**config.mk**
```make
export PLATFORM = sky130hd
export DESIGN_NAME = game_fsm
export DESIGN_NICKNAME = d
export VERILOG_FILES = /design/src/rtl/game_fsm.sv
export SDC_FILE = /design/constraint.sdc
export NUM_CORES = 1
export LEC_CHECK = 0
export CELL_PAD_IN_SITES_DETAIL_PLACEMENT = 1
export CELL_PAD_IN_SITES_GLOBAL_PLACEMENT = 1
export CORE_MARGIN = 1.5
export CORE_UTILIZATION = 30
export DETAILED_ROUTE_END_ITERATION = 7
export HOLD_SLACK_MARGIN = 0.06
export PLACE_DENSITY = 0.58
export SYNTH_ARGS = -nofsm -noshare
export SYNTH_HDL_FRONTEND = slang
export SYNTH_SLANG_ARGS = --single-unit
```
**constraint.sdc**
```tcl
create_clock -name clk -period 5.3 [get_ports clk]
set_clock_uncertainty 0.1 [all_clocks]
set_input_delay 0.53 -clock clk [delete_from_list [all_inputs] [get_ports clk]]
set_output_delay 0.53 -clock clk [all_outputs]
set_load 0.01 [all_outputs]
```
**src/rtl/game_fsm.sv**
```systemverilog
// Chess-clock game sequencer: debounces the four board buttons, then steps
// IDLE / RUN_P1 / RUN_P2 / PAUSED / OVER and drives the timer-select outputs.
module game_fsm #(
  parameter int DEBOUNCE_CYCLES = 1000000,
  parameter int CNT_W           = 20
) (
  input  logic       clk,
  input  logic       reset,
  input  logic       btn_start,
  input  logic       btn_pause,
  input  logic       btn_p1,
  input  logic       btn_p2,
  input  logic       timeout1,
  input  logic       timeout2,
  output logic       enable,
  output logic [1:0] player,
  output logic       paused,
  output logic       game_over,
  output logic [1:0] winner
);

  localparam int NB        = 4;
  localparam int BTN_START = 0;
  localparam int BTN_PAUSE = 1;
  localparam int BTN_P1    = 2;
  localparam int BTN_P2    = 3;
  localparam logic [CNT_W-1:0] CNT_LAST = CNT_W'(DEBOUNCE_CYCLES - 1);

  logic [NB-1:0] raw;
  logic [NB-1:0] press;

  assign raw = {btn_p2, btn_p1, btn_pause, btn_start};

  genvar gi;
  generate
    for (gi = 0; gi < NB; gi++) begin : g_btn
      logic             sync1_reg;
      logic             sync2_reg;
      logic             deb_reg;
      logic             deb_prev_reg;
      logic             press_reg;
      logic [CNT_W-1:0] cnt_reg;

      always_ff @(posedge clk or posedge reset) begin
        if (reset) begin
          sync1_reg    <= 1'b0;
          sync2_reg    <= 1'b0;
          deb_reg      <= 1'b0;
          deb_prev_reg <= 1'b0;
          press_reg    <= 1'b0;
          cnt_reg      <= '0;
        end else begin
          sync1_reg <= raw[gi];
          sync2_reg <= sync1_reg;
          // The counter only runs while the synchronized level disagrees with
          // the accepted level, so any bounce back restarts the window.
          if (sync2_reg == deb_reg) begin
            cnt_reg <= '0;
          end else if (cnt_reg == CNT_LAST) begin
            cnt_reg <= '0;
            deb_reg <= sync2_reg;
          end else begin
            cnt_reg <= cnt_reg + CNT_W'(1);
          end
          deb_prev_reg <= deb_reg;
          press_reg    <= deb_reg & ~deb_prev_reg;
        end
      end

      assign press[gi] = press_reg;
    end
  endgenerate

  typedef enum logic [2:0] {
    IDLE,
    RUN_P1,
    RUN_P2,
    PAUSED,
    OVER
  } state_t;

  state_t     state_reg, state_next;
  logic       resume_p2_reg, resume_p2_next;
  logic [1:0] winner_reg, winner_next;
  logic       enable_reg, enable_next;
  logic [1:0] player_reg, player_next;
  logic       paused_reg, paused_next;
  logic       game_over_reg, game_over_next;

  always_ff @(posedge clk or posedge reset) begin
    if (reset) begin
      state_reg     <= IDLE;
      resume_p2_reg <= 1'b0;
      winner_reg    <= 2'b00;
      enable_reg    <= 1'b0;
      player_reg    <= 2'b00;
      paused_reg    <= 1'b0;
      game_over_reg <= 1'b0;
    end else begin
      state_reg     <= state_next;
      resume_p2_reg <= resume_p2_next;
      winner_reg    <= winner_next;
      enable_reg    <= enable_next;
      player_reg    <= player_next;
      paused_reg    <= paused_next;
      game_over_reg <= game_over_next;
    end
  end

  // Timeout beats pause, pause beats the turn button.
  always_comb begin
    state_next     = state_reg;
    resume_p2_next = resume_p2_reg;
    winner_next    = winner_reg;
    case (state_reg)
      IDLE: begin
        if (press[BTN_START]) state_next = RUN_P1;
      end
      RUN_P1: begin
        if (timeout1) begin
          state_next  = OVER;
          winner_next = 2'b10;
        end else if (press[BTN_PAUSE]) begin
          state_next     = PAUSED;
          resume_p2_next = 1'b0;
        end else if (press[BTN_P1]) begin
          state_next = RUN_P2;
        end
      end
      RUN_P2: begin
        if (timeout2) begin
          state_next  = OVER;
          winner_next = 2'b01;
        end else if (press[BTN_PAUSE]) begin
          state_next     = PAUSED;
          resume_p2_next = 1'b1;
        end else if (press[BTN_P2]) begin
          state_next = RUN_P1;
        end
      end
      PAUSED: begin
        if (press[BTN_PAUSE]) state_next = resume_p2_reg ? RUN_P2 : RUN_P1;
      end
      OVER: begin
        if (press[BTN_START]) begin
          state_next  = IDLE;
          winner_next = 2'b00;
        end
      end
      default: state_next = IDLE;
    endcase
  end

  // Decoding the next state keeps the registered outputs in step with the state.
  always_comb begin
    enable_next    = 1'b0;
    player_next    = 2'b00;
    paused_next    = 1'b0;
    game_over_next = 1'b0;
    case (state_next)
      RUN_P1: begin
        enable_next = 1'b1;
        player_next = 2'b01;
      end
      RUN_P2: begin
        enable_next = 1'b1;
        player_next = 2'b10;
      end
      PAUSED: begin
        paused_next = 1'b1;
        player_next = resume_p2_next ? 2'b10 : 2'b01;
      end
      OVER: game_over_next = 1'b1;
      default: ;
    endcase
  end

  assign enable    = enable_reg;
  assign player    = player_reg;
  assign paused    = paused_reg;
  assign game_over = game_over_reg;
  assign winner    = winner_reg;

endmodule

```
==> impl_metrics.ini <==
[timing]
final_hold_viol_count = 0
final.period_utilization = 0.488
fin_tns_setup_ns = 0
worst_slack_ns = 2.71
slew_headroom = 0.323
tightestPinTransition_ns = 1.01
rsz0062_at_grt = no
min_period_ns = 2.59
slew_violations = 0
max_freq_mhz = 387
setup_violations = 0

[critical_path]
ff2ff_path_depth = 4
end_kind = flop
cp.required_ns = 5.40
worst-setup-path-type = reg2reg
r2r_start = g_btn[3].cnt_reg[13]$_DFF_PP0_
crit_fanout = 20
rrSetupSlack_ns = 2.71
crit_arrival_ns = 2.69
start_kind = flop
timing.rr.end = g_btn[3].cnt_reg[9]$_DFF_PP0_

[clock_network]
cts.sinks = 111
clkTransAtPathRegs_ns = 0.08
ctsResizeCount = 0
post_cts_buffers = 0
cts_hold_buf = 0
clk_latency_ns = 0.36
clockRootBuffer = clkbuf_16
numCtsBuffers = 9
h-tree-depth = 3
clk_path_buf_depth = 2
cts_tree = done

[floorplan]
dieArea_mm2 = 0.0180
core_area_mm2 = 0.0167
die_h_um = 134
start_util = 0.309
fp-row-count = 47
die_x_um = 134
ios = 15

[synth]
yosysMostFrequentCell = dfrtp_1
synthTopCellsByCount = dfrtp_1, nor2_1, nand3_1, xor2_1
yosysWarningCount = 0
ys_seq_area_frac = 0.538
ys_dominant_reg_cell = dfrtp_1
synth.top_cell.area_share = 0.538
synth_seq_cells = 111
synth-compound-area-share = 0.0684
syn_area_mm2 = 0.00516
synth_cell_type_count = 48
avgSynthCellArea_um2 = 10.5
syn_nets = 504
ys_async_sr_fraction = 1.00
netlist_instances = 492
synth_edf_count = 0
synth_top_family_by_area = simple AND/OR/NAND/NOR gates
synth_mux_area_frac = 0.00873
synthSimpleGateAreaFrac = 0.252
synth.area.top_cells = dfrtp_1, xor2_1, nor2_1, xnor2_1, nand3_1
synth-adder-area-share = 0.00970
synthXorXnorAreaFrac = 0.0984
synth_largest_area_cell = dfrtp_1

[final_layout]
antennaDiodeCount = 0
area_growth_pct = 12.7
n_fill_cell = 1868
nets = 516
fin_area_mm2 = 0.00582
multiInputGateArea_mm2 = 0.00226
register_area_mm2 = 0.00278
largest_reg_flops = 80
layout-drive-gt1-share = 0.0688

[power_and_ir_drop]
p_leak_nw = 2.35
total_power_w = 0.00162
p_per_area_mw_per_mm2 = 278
ir_drop_uv = 146

[place]
dpl_cell_area_mm2 = 0.00551
portBuffers = 14
gp_congestion = 0.751
pre_cts_slack_ns = 2.68
hpwlAfterDp_um = 7480

[detailed_routing]
postRouteAntennaNets = 0
drt_wl_total_um = 11000
drc_errors = 0
wl_per_cell_um = 15.1
viasPerCell = 5.07
drtIter0Drc = 158
dr.pass1.iters = 4
routed-via-count = 3696

[min_path]
whs_path_depth = 0
min_path_type = reg2reg
hold_end = g_btn[2].sync2_reg$_DFF_PP0_
worstHoldStart = g_btn[2].sync1_reg$_DFF_PP0_

[status]
status = finished clean

[global_route]
antenna_found_initial = 0
grt_max_degree = 82
overflow = 0
grt_pass1_wl_um = 19600
grt_pass1_vias = 4012
grt_use_total = 0.136

[run]
cap_violations = 0
-- worst max path at each step --
stage	slack (ns)	to	from
after floorplan	1.74	enable$_DFF_PP0_	reset
after global placement	2.76	g_btn[3].cnt_reg[9]$_DFF_PP0_	g_btn[3].cnt_reg[13]$_DFF_PP0_
after detailed placement	2.68	g_btn[3].cnt_reg[12]$_DFF_PP0_	g_btn[3].cnt_reg[13]$_DFF_PP0_
after CTS	2.67	g_btn[3].cnt_reg[9]$_DFF_PP0_	g_btn[3].cnt_reg[13]$_DFF_PP0_
after global routing	2.54	g_btn[3].cnt_reg[9]$_DFF_PP0_	g_btn[3].cnt_reg[13]$_DFF_PP0_
final	2.71	g_btn[3].cnt_reg[9]$_DFF_PP0_	g_btn[3].cnt_reg[13]$_DFF_PP0_
-- per-layer routing --
layer	GRT usage	wire (µm)	vias up
met5	0	0	-
met4	0.0591	218	0
met3	0.0223	198	13
met2	0.231	5380	25
met1	0.170	5200	1877
li1	-	-	1781
-- critical path, stage by stage (launching register included) --
cell and delay, ns:
dfrtp_1 0.43, or4_1 0.55, or4_4 0.56, o21ai_2 0.67
nor2_1 0.12
-- placed cells by master (no fill, tap or decap), types with 7 or more instances in the layout --
master           Yosys  layout
nand2_1             27      27
a21oi_1             22      22
xnor2_1             27      27
nor4_1              10      10
dfrtp_1            111     111
inv_1               11      10
or3_1               14      14
xor2_1              31      31
and4_1              14      14
nor2_1              65      65
clkdlybuf4s50_1      0      14
o21ai_0             11      11
or4_1               10      10
clkbuf_16            0       9
nand3_1             31      31
o31ai_1              8       8
nand4_1             21      21
nor3_1               7       7
-- logic make-up after synthesis --
| logic type | Yosys count |
|---|---|
| compound gates | 54 |
| xor+xnor | 58 |
| fa+ha+maj | 4 |
| buf+inv | 26 |
| flops | 111 |
| mux | 4 |
| simple gates | 235 |
-- layout make-up --
class                   instances  area share
inverters                      11     0.00753
well taps                     220      0.0473
repair buffers                 16      0.0267
multi-input cells             355       0.388
flip-flops and latches        111       0.478
clock inverters                 6      0.0118
clock buffers                  10      0.0411
-- power breakdown --
part           switching, W  leakage [nW]  internal [W]
Clock              0.000319         0.149      0.000382
Combinational     0.0000368         0.682     0.0000151
Sequential       0.00000948          1.52      0.000857
-- metrics by stage --
stage                util  hold slack (ns)  instances
finish              0.348            0.250        729
global route        0.348            0.260        729
CTS                 0.348            0.252        729
global placement    0.330            0.234        713
detailed placement  0.330            0.241        713
floorplan               -            0.231        492
(Power assumes the default switching activity.)
